`config.mk`:
```
export PLATFORM = sky130hd
export DESIGN_NAME = if_fetch_stage
export DESIGN_NICKNAME = d
export VERILOG_FILES = /design/src/rtl/if_fetch_stage.sv
export SDC_FILE = /design/constraint.sdc
export NUM_CORES = 1
export LEC_CHECK = 0
export ABC_AREA = 1
export BUFFER_PORTS_ARGS = -buffer_cell sky130_fd_sc_hd__buf_2
export CAP_MARGIN = 20
export CORE_UTILIZATION = 25
export CTS_BUF_LIST = sky130_fd_sc_hd__clkbuf_2
export DETAILED_ROUTE_END_ITERATION = 10
export GPL_ROUTABILITY_DRIVEN = 0
export MAX_ROUTING_LAYER = met4
export PLACE_DENSITY = 0.48
export SLEW_MARGIN = 5
export SYNTH_ARGS = -nofsm -noshare
export SYNTH_HDL_FRONTEND = slang
export SYNTH_SLANG_ARGS = --single-unit
```
`constraint.sdc`:
```
create_clock -name clk -period 2.9 [get_ports clk]
set_input_delay 0.58 -clock clk [delete_from_list [all_inputs] [get_ports clk]]
set_output_delay 0.58 -clock clk [all_outputs]
set_load 0.01 [all_outputs]
```
`src/rtl/if_fetch_stage.sv`:
```
// ============================================================================
// if_fetch_stage
// ----------------------------------------------------------------------------
// Instruction-fetch stage: program counter, instruction-memory req/ready
// handshake, one-entry skid buffer and the IF/ID pipeline register.
//
// The stage sits directly behind the hazard detector:
//   data_hazard_n = 0  freezes the PC and IF/ID (stall)
//   if_flush      = 1  redirects the PC and bubbles IF/ID (flush wins over stall)
//
// Internal states:
//   FETCH    - a request for pc is outstanding
//   BUFFERED - a word arrived while stalled and is parked in the skid buffer
//   DRAIN    - a request made before a redirect is still outstanding; its
//              response is stale and gets thrown away
//
// Ports:
//   clk, reset          clock; synchronous active-high reset
//   data_hazard_n       0 = stall, 1 = proceed
//   if_flush            1 = redirect PC and flush IF/ID
//   branch_taken, jump  redirect source select (jump has priority)
//   branch_target       branch redirect address
//   jump_target         jump redirect address
//   imem_req/imem_addr  fetch request and word-aligned address
//   imem_ready/rdata    response strobe and instruction word
//   pc_out              current fetch PC
//   if_id_instr         IF/ID instruction
//   if_id_pc_plus4      IF/ID PC+4
//   if_id_valid         IF/ID holds a real instruction
//
// Optional build macro IF_PERF_CNT_EN adds two saturating counters:
//   stall_cycles  cycles with data_hazard_n=0 and if_flush=0
//   flush_count   cycles with if_flush=1
// ============================================================================
module if_fetch_stage #(
    parameter logic [31:0] RESET_PC  = 32'h0000_0000,
    parameter logic [31:0] NOP_INSTR = 32'h0000_0000
) (
    input  logic        clk,
    input  logic        reset,
    input  logic        data_hazard_n,
    input  logic        if_flush,
    input  logic        branch_taken,
    input  logic        jump,
    input  logic [31:0] branch_target,
    input  logic [31:0] jump_target,
    output logic        imem_req,
    output logic [31:0] imem_addr,
    input  logic        imem_ready,
    input  logic [31:0] imem_rdata,
    output logic [31:0] pc_out,
    output logic [31:0] if_id_instr,
    output logic [31:0] if_id_pc_plus4,
    output logic        if_id_valid
`ifdef IF_PERF_CNT_EN
    ,
    output logic [31:0] stall_cycles,
    output logic [31:0] flush_count
`endif
);

    typedef enum logic [1:0] {
        FETCH    = 2'd0,
        BUFFERED = 2'd1,
        DRAIN    = 2'd2
    } fetch_state_t;

    fetch_state_t state_q, state_d;
    logic [31:0]  pc_q, pc_d;
    logic [31:0]  drain_addr_q, drain_addr_d;
    logic [31:0]  skid_instr_q, skid_instr_d;
    logic [31:0]  skid_pc_plus4_q, skid_pc_plus4_d;
    logic [31:0]  id_instr_d, id_pc_plus4_d;
    logic         id_valid_d;

    logic [31:0]  redirect_raw;
    logic [31:0]  redirect_pc;
    logic [31:0]  pc_plus4;

    // Jump wins over branch; the low two bits are dropped so the new PC is
    // always word-aligned no matter what the target bus carries.
    assign redirect_raw = jump ? jump_target : branch_target;
    assign redirect_pc  = redirect_raw & ~32'h0000_0003;
    assign pc_plus4     = pc_q + 32'd4;

    // Reset gates the request combinationally so memory never sees a fetch
    // during the reset cycle itself.
    assign imem_req  = !reset && (state_q != BUFFERED);
    // While draining, the address must stay on the stale request until it
    // completes even though pc already points at the redirect target.
    assign imem_addr = (state_q == DRAIN) ? drain_addr_q : pc_q;
    assign pc_out    = pc_q;

    // NOTE: every signal written here gets a default first, so no path
    // through the case statement can leave one unassigned and infer a latch.
    always_comb begin
        state_d         = state_q;
        pc_d            = pc_q;
        drain_addr_d    = drain_addr_q;
        skid_instr_d    = skid_instr_q;
        skid_pc_plus4_d = skid_pc_plus4_q;
        id_instr_d      = if_id_instr;
        id_pc_plus4_d   = if_id_pc_plus4;
        id_valid_d      = if_id_valid;

        case (state_q)
            FETCH: begin
                if (if_flush) begin
                    pc_d       = redirect_pc;
                    id_instr_d = NOP_INSTR;
                    id_valid_d = 1'b0;
                    if (!imem_ready) begin
                        state_d      = DRAIN;
                        drain_addr_d = pc_q;
                    end
                end else if (!data_hazard_n) begin
                    if (imem_ready) begin
                        skid_instr_d    = imem_rdata;
                        skid_pc_plus4_d = pc_plus4;
                        state_d         = BUFFERED;
                    end
                end else if (imem_ready) begin
                    id_instr_d    = imem_rdata;
                    id_pc_plus4_d = pc_plus4;
                    id_valid_d    = 1'b1;
                    pc_d          = pc_plus4;
                end else begin
                    id_instr_d = NOP_INSTR;
                    id_valid_d = 1'b0;
                end
            end

            BUFFERED: begin
                if (if_flush) begin
                    pc_d       = redirect_pc;
                    id_instr_d = NOP_INSTR;
                    id_valid_d = 1'b0;
                    state_d    = FETCH;
                end else if (data_hazard_n) begin
                    id_instr_d    = skid_instr_q;
                    id_pc_plus4_d = skid_pc_plus4_q;
                    id_valid_d    = 1'b1;
                    pc_d          = pc_plus4;
                    state_d       = FETCH;
                end
            end

            DRAIN: begin
                // The stale response ends the drain even if another redirect
                // lands in the same cycle; that redirect only moves pc.
                if (imem_ready) begin
                    state_d = FETCH;
                end
                if (if_flush) begin
                    pc_d       = redirect_pc;
                    id_instr_d = NOP_INSTR;
                    id_valid_d = 1'b0;
                end else if (data_hazard_n) begin
                    id_instr_d = NOP_INSTR;
                    id_valid_d = 1'b0;
                end
            end

            default: begin
                state_d = FETCH;
            end
        endcase
    end

    // NOTE: state registers use non-blocking assignments so every flop
    // samples the values from before this edge, independent of statement order.
    always_ff @(posedge clk) begin
        if (reset) begin
            state_q         <= FETCH;
            pc_q            <= RESET_PC;
            drain_addr_q    <= 32'h0;
            skid_instr_q    <= NOP_INSTR;
            skid_pc_plus4_q <= 32'h0;
            if_id_instr     <= NOP_INSTR;
            if_id_pc_plus4  <= 32'h0;
            if_id_valid     <= 1'b0;
        end else begin
            state_q         <= state_d;
            pc_q            <= pc_d;
            drain_addr_q    <= drain_addr_d;
            skid_instr_q    <= skid_instr_d;
            skid_pc_plus4_q <= skid_pc_plus4_d;
            if_id_instr     <= id_instr_d;
            if_id_pc_plus4  <= id_pc_plus4_d;
            if_id_valid     <= id_valid_d;
        end
    end

`ifdef IF_PERF_CNT_EN
    // Saturating event counters; a flush cycle never counts as a stall.
    always_ff @(posedge clk) begin
        if (reset) begin
            stall_cycles <= 32'h0;
            flush_count  <= 32'h0;
        end else begin
            if (if_flush) begin
                if (flush_count != 32'hFFFF_FFFF) flush_count <= flush_count + 32'd1;
            end else if (!data_hazard_n) begin
                if (stall_cycles != 32'hFFFF_FFFF) stall_cycles <= stall_cycles + 32'd1;
            end
        end
    end
`endif

endmodule

```
==> results by group, run 1 <==
Clocking
  – H-tree lvl count: 4
  – CTS Sinks: 187
  – CTS root buf: clkbuf_2
  – TritonCTS clock tree: yes
  – CTS buffer count: 17
  – Clock buffer depth: 2
  – Clk Latency, worst-skew pair: 0.87 ns
  – Reg clk slew, reported paths: 0.31 ns

Synthesis
  – Top post-synthesis cells by count: nand2_1 (315), o21ai_0 (200), dfxtp_1 (187)
  – Seq/Total Area, Yosys: 41.9%
  – Top cell type by total area after synthesis: dfxtp_1
  – Avg Cell Area, Syn: 6.77 sq um
  – Yosys reg bits: 187
  – Top-count cell post-synth: nand2_1
  – Cell variety after synth: 31
  – Synth area leaders: dfxtp_1 (42%), nand2_1 (13%), o21ai_0 (11%)
  – Ys Warns: 0
  – Post-synth ARST share: 0%
  – Post-synth EDFFs: 0
  – Dominant register cell in the synthesized netlist: dfxtp_1
  – Synth Cell Area: 8930 sq um
  – Synth Instances: 1320
  – Share of the synthesized area in the top cell type: 41.9%

Routing
  – Antenna viol nets, final: 0
  – Detailed-route via count: 9171
  – Final WL: 31400 um
  – DR pass1 iterations: 5
  – DRT iter0 DRCs: 637
  – Drt drc: 0
  – Wire per inst: 15.6 um
  – Via-to-Cell Ratio: 4.57

Worst setup path
  – CP Capture Type: output port
  – Crit Path Class: register to output port
  – CP startpoint: state_q[1]
  – Largest stage delay on the critical path: 0.48 ns
  – CP Cell Sequence: ha_4, clkbuf_4, nand2_1, o21ai_0, buf_2
  – Critical R2R Launch: state_q[0]
  – Critical Path AT: 2.14 ns
  – CP Launch Type: register
  – Bufs and invs on worst path: 2
  – Crit path max-delay cell type: dfxtp_1
  – Data required time at the worst endpoint: 2.32 ns
  – Critical path's top delay family: flip-flops
  – CP Max Fanout: 6

STA
  – Final slew viol count: 0
  – Tmin final: 2.72 ns
  – RSZ-0062 raised after global routing: no
  – Hold Slack: 0.103 ns
  – Worst Clk Skew: 0.0603 ns
  – Fmax achieved: 0.367 GHz
  – Final Cycle Share: 93.9%
  – Setup TNS: 0 ns
  – Slew @ Worst Pin: 0.620 ns
  – # setup viols final: 0
  – Setup ws final: 0.177 ns
  – Final Hold Viols: 0
  – Max_slew headroom: 58.7%

Status
  – Status: complete, no violations

Pwr
  – Pwr Density: 631 nW/um^2
  – Final Total Pwr: 7.02 mW
  – Leakage power: 4.99 nW
  – VDD IR max: 0.264 mV

Place
  – Detail Placement HPWL: 21400 um
  – Dpl ws: 0.589 ns
  – IO Port Bufs: 221

Layout
  – Area occupied by registers: 3740 sq um
  – Share of layout cells above drive strength 1: 20.4%
  – Filler cells: 3865
  – Final #Nets: 1647
  – Area Growth Syn to Fin: 24.4%
  – Multi-input gate area: 4520 sq um
  – Post-layout util: 31.9%

Floorplanning
  – Die X-Extent: 191 um
  – Effective utilization at floorplan: 25.6%
  – Die Ht: 191 um
  – Ports: 233
  – # rows: 68
  – Die area: 36500 sq um
  – Core Region: 34900 sq um

Min path
  – Worst hold path class: primary input to register
  – Hold path start: branch_target[23]

Global routing
  – Total track usage: 17.5%
  – Number of global-route vias before repair: 8375
  – First-pass GRT wire length: 47900 um
  – Initial antenna violation count: 1
  – GR Overflow Total: 0
  – Largest net degree at the start of global routing: 59

Job
  – Max-Cap Viols: 0
-- power by group --
group / leakage [nW] / switching, mW / total [mW] / internal, mW
Sequential: 1.53 / 0.322 / 3.25 / 2.93
Clock: 0.148 / 1.11 / 1.41 / 0.299
Combinational: 3.31 / 1.53 / 2.36 / 0.828
Total: 4.99 / 2.97 / 7.02 / 4.05
-- routing by layer --
layer / GRT usage [%] / routed length (um) / part of all wire (%) / vias up
met5: - / 0 / 0 / -
li1: - / - / - / 4741
met4: 3.32 / 218 / 0.69 / 0
met2: 26.6 / 13800 / 44 / 249
met1: 23.9 / 15700 / 50 / 4167
met3: 3.65 / 1680 / 5.4 / 14
-- registers in the layout, indices dropped and copies added, names as in the netlist --
signal	flops
drain_addr_q	30
if_id_instr	32
if_id_pc_plus4	30
if_id_valid	1
pc_out	30
skid_instr_q	32
skid_pc_plus4_q	30
state_q	2
-- cell usage in the layout, fill, tap and decap left out, types with 9 or more instances in the layout --
master / synthesis / layout
nor2_4: 8 / 9
inv_1: 66 / 65
a21oi_1: 136 / 136
dlygate4sd3_1: 0 / 36
o21ai_1: 11 / 14
nand2_1: 315 / 315
o21ai_0: 200 / 195
a31oi_1: 35 / 35
nor2_1: 185 / 185
buf_4: 9 / 24
buf_2: 25 / 221
nand3_1: 36 / 36
dfxtp_1: 187 / 186
clkbuf_2: 0 / 17
-- path summary, 6_finish.rpt --
kind | cells past startpoint | slack [ns] | end
max | 5 | 0.18 | imem_addr[14]
min | 5 | 0.10 | pc_out[23]
max reg2reg | 9 | 0.51 | pc_out[22]
min reg2reg | 2 | 0.45 | if_id_instr[25]
-- through the flow --
step	cells	cell area (sq um)
6_report	2008	11100
5_1_grt	2008	11100
4_1_cts	2005	11100
3_5_place_dp	1936	10500
3_3_place_gp	1936	10500
2_1_floorplan	1325	8950
-- timing repair --
action                     CTS  global route
buffers inserted             1             2
pin swaps                    0             1
resized for setup            3             8
hold buffers                36             0
hold endpoints to repair    67             0
setup endpoints to repair   30            27
-- worst register-to-register path, cell delays in order (launching register included) --
cell	delay, ns
dfxtp_2	0.42
inv_2	0.06
ha_4	0.20
buf_6	0.17
nor2_4	0.10
buf_4	0.50
a21oi_1	0.12
dlygate4sd3_1	0.59
nor2_1	0.10
a21oi_1	0.08
-- kinds of logic (layout without fill, tap and decap cells) --
| kind of cell | Yosys count | count (layout) | synth area share (%) |
|---|---|---|---|
| AND/OR/NAND/NOR | 557 | 557 | 25.0 |
| AO/OA/AOI/OAI | 388 | 388 | 22.5 |
| flip-flops | 187 | 187 | 41.9 |
| buffers and inverters | 166 | 393 | 7.96 |
| XOR/XNOR | 13 | 13 | 1.53 |
| adder cells (fa/ha/maj) | 5 | 5 | 0.700 |
| multiplexers | 3 | 3 | 0.336 |
| other | 1 | 7 | 0.0420 |
-- layout make-up --
class,count,area share (%)
Inverter,74,2.53
Antenna cell,1,0.0225
Multi-Input combinational cell,972,40.7
Clock buffer,17,0.765
Clock inverter,15,1.49
Tap cell,455,5.12
Sequential cell,187,33.7
Timing Repair Buffer,287,15.7
Note: power is estimated with default switching activity, not from simulation.
==> run 2: changes to the inputs <==
Settings changed: ABC_AREA 1 to not set.
==> run 2 against run 1 <==
  * Worst setup slack got worse by 0.11 ns
  * Synthesized cell count shrank 15%
  * Core utilization grew 0.93 points
  * Sequential share of layout area down 1.5 points
  * Sequential power shrank 9.8%
  * Global-route usage fell by 0.48 points
  * Maximum frequency decreased by 3.9%
  * Cell count decreased by 9.3%
  * Register-to-register slack got worse by 0.29 ns
  * Hold slack worse by 0.0067 ns
  * Area after synthesis grew 0.71%
  * Clock skew decreased by 0.017 ns
  * Critical endpoint is now imem_addr[4]
==> results by group, run 2 <==
Floorplanning
  – Core Region: 35500 sq um
  – Die area: 36700 sq um
  – Die Ht: 192 um
  – Effective utilization at floorplan: 25.4%
  – Ports: 233
  – Die X-Extent: 192 um
  – # rows: 69

Pwr
  – Final Total Pwr: 6.06 mW
  – VDD IR max: 0.258 mV
  – Leakage power: 4.77 nW
  – Pwr Density: 521 nW/um^2

Routing
  – DRT iter0 DRCs: 551
  – Wire per inst: 16.8 um
  – Via-to-Cell Ratio: 4.74
  – Final WL: 30500 um
  – Drt drc: 0
  – DR pass1 iterations: 5
  – Antenna viol nets, final: 0
  – Detailed-route via count: 8634

Synthesis
  – Mux contribution to synthesized area: 6.91%
  – Yosys reg bits: 187
  – Cell variety after synth: 61
  – Synth Area in Compound Gates: 21.9%
  – Post-synth ARST share: 0%
  – Avg Cell Area, Syn: 8.02 sq um
  – Ys Warns: 0
  – Synth Cell Area: 9000 sq um
  – Largest family of logic cells by synthesized area: compound AO/OA/AOI/OAI gates
  – Synth Area in Simple Gates: 20.8%
  – Top-count cell post-synth: nand2_1
  – Top cell type by total area after synthesis: dfxtp_1
  – Post-Synth XOR/XNOR Area: 2.24%
  – Synth Instances: 1122
  – Adder-Cell Fraction of Synth Area: 0.695%
  – Synth area leaders: dfxtp_1 (42%), nand2_1 (8.2%), a21oi_1 (7.7%)
  – Seq/Total Area, Yosys: 41.6%
  – Top post-synthesis cells by count: nand2_1 (197), dfxtp_1 (187), a21oi_1 (139)
  – Post-synth EDFFs: 0
  – Share of the synthesized area in the top cell type: 41.6%
  – Dominant register cell in the synthesized netlist: dfxtp_1

Layout
  – Largest regs: if_id_instr: 32 flops, skid_instr_q: 32 flops
  – Share of layout cells above drive strength 1: 26.8%
  – Area Growth Syn to Fin: 29.3%
  – Most frequent cells in the layout: buf_2 (203), nand2_1 (197), dfxtp_1 (185), a21oi_1 (138), nor2_1 (78)
  – Final #Nets: 1454
  – Commonest non-fill, non-tap cell in the layout: buf_2

Worst setup path
  – Critical Path AT: 2.25 ns
  – CP Capture Type: output port
  – CP Max Fanout: 5
  – CP Launch Type: register
  – Data required time at the worst endpoint: 2.32 ns
  – Crit Path Class: register to output port

Global routing
  – GR Overflow Total: 0
  – Total track usage: 17.0%
  – Largest net degree at the start of global routing: 67
  – First-pass GRT wire length: 46800 um
  – Initial antenna violation count: 1
  – Number of global-route vias before repair: 8065

Clocking
  – TritonCTS clock tree: yes
  – H-tree lvl count: 4
  – CTS Sinks: 187
  – Reg clk slew, reported paths: 0.33 ns
  – CTS root buf: clkbuf_2
  – CTS buffer count: 17
  – Clock buffer depth: 2
  – Clk Latency, worst-skew pair: 0.87 ns

Status
  – Status: complete, no violations

STA
  – Slew @ Worst Pin: 0.953 ns
  – Final Hold Viols: 0
  – # setup viols final: 0
  – Worst Clk Skew: 0.0432 ns
  – Final Cycle Share: 97.7%
  – Hold Slack: 0.0966 ns
  – Max_slew headroom: 36.4%
  – RSZ-0062 raised after global routing: yes
  – Final slew viol count: 0
  – Fmax achieved: 0.353 GHz
  – Setup TNS: 0 ns
  – Tmin final: 2.83 ns

Min path
  – Worst hold path class: primary input to register

Place
  – Detail Placement HPWL: 20900 um
  – IO Port Bufs: 221

Job
  – Max-Cap Viols: 0
run 2: cell count changes in the layout (fill, tap and decap cells not counted), sizes merged, moves of 14 or more:
cell	before	now
a211oi	1	44
a22oi	0	32
a31oi	35	13
and3	0	14
buf	250	275
inv	81	21
mux2	0	25
mux2i	3	34
nand2	317	197
nor2	200	82
nor3	0	30
o21ai	211	40
run 2: area by class of cell:
class / count / area (sq um)
well taps: 461 / 577
fillers: 3791 / 23800
clock inverters: 15 / 188
diodes: 1 / 2.50
flip-flops and latches: 187 / 3750
repair buffers: 313 / 2130
inverters: 10 / 37.5
clock buffers: 17 / 85.1
multi-input cells: 817 / 4870
run 2: where the power goes:
part           switching, mW  internal (mW)
clock network           1.14          0.392
registers              0.167           2.76
logic                  0.899          0.699
total                   2.21           3.85
run 2: worst paths after layout:
check | startpoint | slack (ns) | to | depth (start not counted)
setup / recovery | state_q[0] | 0.07 | imem_addr[4] | 6
hold / removal | branch_target[6] | 0.1 | pc_out[6] | 5
setup reg to reg | state_q[0] | 0.22 | if_id_pc_plus4[27] | 8
hold reg to reg | skid_pc_plus4_q[8] | 0.47 | skid_pc_plus4_q[8] | 2
run 2: logic make-up after synthesis:
kind of cell | Yosys count
buffers and inverters | 123
other | 1
and+or+nand+nor | 405
muxes | 59
AOI/OAI and AO/OA | 319
xor gates and xnor gates | 23
adders and majority gates | 5
DFF | 187
run 2: metal layers:
layer,up-vias,GRT usage (%),share of wire [%]
met1,3978,23.4,50
met4,0,3.88,1.0
met3,22,3.33,4.9
met2,233,25.5,44
met5,-,-,0
li1,4401,-,-
run 2: what timing repair did:
| action | in CTS | in global routing |
|---|---|---|
| resized for setup | 56 | 3 |
| gates cloned | 1 | 0 |
| pin swaps | 1 | 0 |
| setup buffers | 13 | 0 |
| hold buffers | 38 | 0 |
| hold endpoints to repair | 87 | 0 |
| setup endpoints to repair | 31 | 27 |
run 2: critical path, stage by stage (launching register included):
cell and delay (ns):
dfxtp_2 0.40, inv_2 0.07, ha_4 0.23, buf_12 0.13, buf_8 0.11, mux2_4 0.31, buf_6 0.12
run 2: stage by stage:
stage / setup slack (ns) / instance area [sq um] / utilization [%] / instances
3_3_place_gp: 0.404 / 10600 / 30.0 / 1738
6_report: 0.0671 / 11600 / 32.8 / 1821
4_1_cts: -0.0341 / 11700 / 32.9 / 1822
3_5_place_dp: 0.368 / 10600 / 30.0 / 1738
2_1_floorplan: 0.686 / 9010 / - / 1127
5_1_grt: -0.0872 / 11600 / 32.8 / 1821
==> run 3: changes to the inputs <==
Settings changed: BUFFER_PORTS_ARGS -buffer_cell sky130_fd_sc_hd__buf_2 to -buffer_cell sky130_fd_sc_hd__buf_4, CELL_PAD_IN_SITES_DETAIL_PLACEMENT set to 1, CELL_PAD_IN_SITES_GLOBAL_PLACEMENT set to 1, HOLD_SLACK_MARGIN set to 0.1, PLACE_DENSITY 0.48 to 0.6.
==> run 3 against run 2 <==
  * Sequential power is essentially flat
  * Via count rose by 3.5%
  * Total power rose by 2.3%
==> results by group, run 3 (same netlist as run 2, synthesis figures left out) <==
Status
  – Status: complete, no violations

Clocking
  – Reg clk slew, reported paths: 0.35 ns
  – H-tree lvl count: 4
  – CTS root buf: clkbuf_2
  – TritonCTS clock tree: yes
  – CTS Sinks: 187
  – Clock buffer depth: 2
  – Clk Latency, worst-skew pair: 0.85 ns
  – CTS buffer count: 17

Floorplanning
  – Effective utilization at floorplan: 25.4%
  – Core Region: 35500 sq um
  – # rows: 69
  – Ports: 233
  – Die Ht: 192 um
  – Die X-Extent: 192 um
  – Die area: 36700 sq um

Worst setup path
  – Bufs and invs on worst path: 3
  – Data required time at the worst endpoint: 2.32 ns
  – CP Max Fanout: 13
  – Crit path max-delay cell type: dfxtp_2
  – Crit Path Class: register to output port
  – CP Cell Sequence: inv_2, ha_4, buf_12, mux2_2, buf_4
  – Critical Path AT: 2.16 ns
  – CP Launch Type: register
  – Critical path's top delay family: flip-flops
  – Largest stage delay on the critical path: 0.40 ns
  – CP Capture Type: output port

Routing
  – Via-to-Cell Ratio: 4.88
  – Antenna viol nets, final: 0
  – Drt drc: 0
  – Wire per inst: 17.9 um
  – DR pass1 iterations: 4
  – Detailed-route via count: 8937
  – DRT iter0 DRCs: 475
  – Final WL: 32700 um

Global routing
  – First-pass GRT wire length: 50700 um
  – Initial antenna violation count: 1
  – Number of global-route vias before repair: 8763
  – Largest net degree at the start of global routing: 145
  – Total track usage: 18.4%
  – GR Overflow Total: 0

Layout
  – Commonest non-fill, non-tap cell in the layout: buf_4
  – Final instance area: 12100 sq um
  – Post-layout util: 34.2%
  – Area Growth Syn to Fin: 35.0%
  – Most frequent cells in the layout: buf_4 (254), nand2_1 (197), dfxtp_1 (185), a21oi_1 (138), nor2_1 (78)
  – Share of layout cells above drive strength 1: 25.8%
  – Area occupied by registers: 3750 sq um
  – Largest regs: if_id_instr: 32 flops, skid_instr_q: 32 flops
  – Final #Nets: 1464
  – Multi-input gate area: 4810 sq um
  – Filler cells: 4255

Min path
  – Worst hold path class: primary input to register

STA
  – # setup viols final: 0
  – Worst Clk Skew: 0.0592 ns
  – Max_slew headroom: 40.5%
  – Hold Slack: 0.196 ns
  – Setup TNS: 0 ns
  – Slew @ Worst Pin: 0.891 ns
  – Fmax achieved: 0.365 GHz
  – Final Hold Viols: 0
  – RSZ-0062 raised after global routing: yes
  – Final slew viol count: 0
  – Tmin final: 2.74 ns
  – Final Cycle Share: 94.6%

Place
  – IO Port Bufs: 221
  – Placed cell area: 11200 sq um
  – Detail Placement HPWL: 22300 um

Job
  – Max-Cap Viols: 0

Pwr
  – Pwr Density: 510 nW/um^2
  – Leakage power: 4.84 nW
  – Final Total Pwr: 6.20 mW
  – VDD IR max: 0.266 mV
run 3: worst paths after layout:
path / from / endpoint / slack [ns] / cells after the start
worst min-delay path: jump_target[21] / pc_out[21] / 0.20 / 5
worst min register to register: skid_pc_plus4_q[10] / skid_pc_plus4_q[10] / 0.47 / 2
worst max register to register: state_q[1] / pc_out[10] / 0.40 / 8
worst max-delay path: state_q[0] / imem_addr[25] / 0.16 / 5
run 3: repair_timing:
item | CTS | global route
resized for setup | 8 | 7
endpoints found under the setup margin | 31 | 28
pin swaps | 1 | 1
setup buffers | 4 | 0
endpoints found under the hold margin | 91 | 0
hold buffers | 59 | 0
run 3: area by class of cell:
cell class | instances | area share [%]
multi-input combinational | 817 | 39.6
clock inverter | 15 | 1.66
clock buffer | 17 | 0.701
tap | 461 | 4.75
antenna | 1 | 0.0206
sequential | 187 | 30.9
timing repair buffer | 323 | 22.1
inverter | 10 | 0.309
run 3: tightest hold or removal path, cell delays in order:
cell and delay (ns):
buf_4 0.11, mux2i_1 0.13, a21oi_1 0.08, o21ai_0 0.11, a21oi_1 0.05
run 3: power by group:
group	leakage, nW	internal, mW	switching, mW
clock network	0.163	0.459	1.12
logic	3.15	0.769	0.915
registers	1.53	2.76	0.177
run 3: routing by layer:
| layer | vias to the layer above | track usage [%] | part of all wire [%] |
|---|---|---|---|
| li1 | 4432 | - | - |
| met1 | 4291 | 25.5 | 50 |
| met5 | - | - | 0 |
| met4 | 0 | 4.30 | 1.1 |
| met3 | 20 | 3.27 | 4.4 |
| met2 | 194 | 27.5 | 45 |
run 3: stage by stage:
stage,worst slack (ns),std cells
global route,-0.0199,1831
global placement,0.381,1735
CTS,0.00170,1830
finish,0.158,1831
detailed placement,0.242,1735
floorplan,0.686,1127
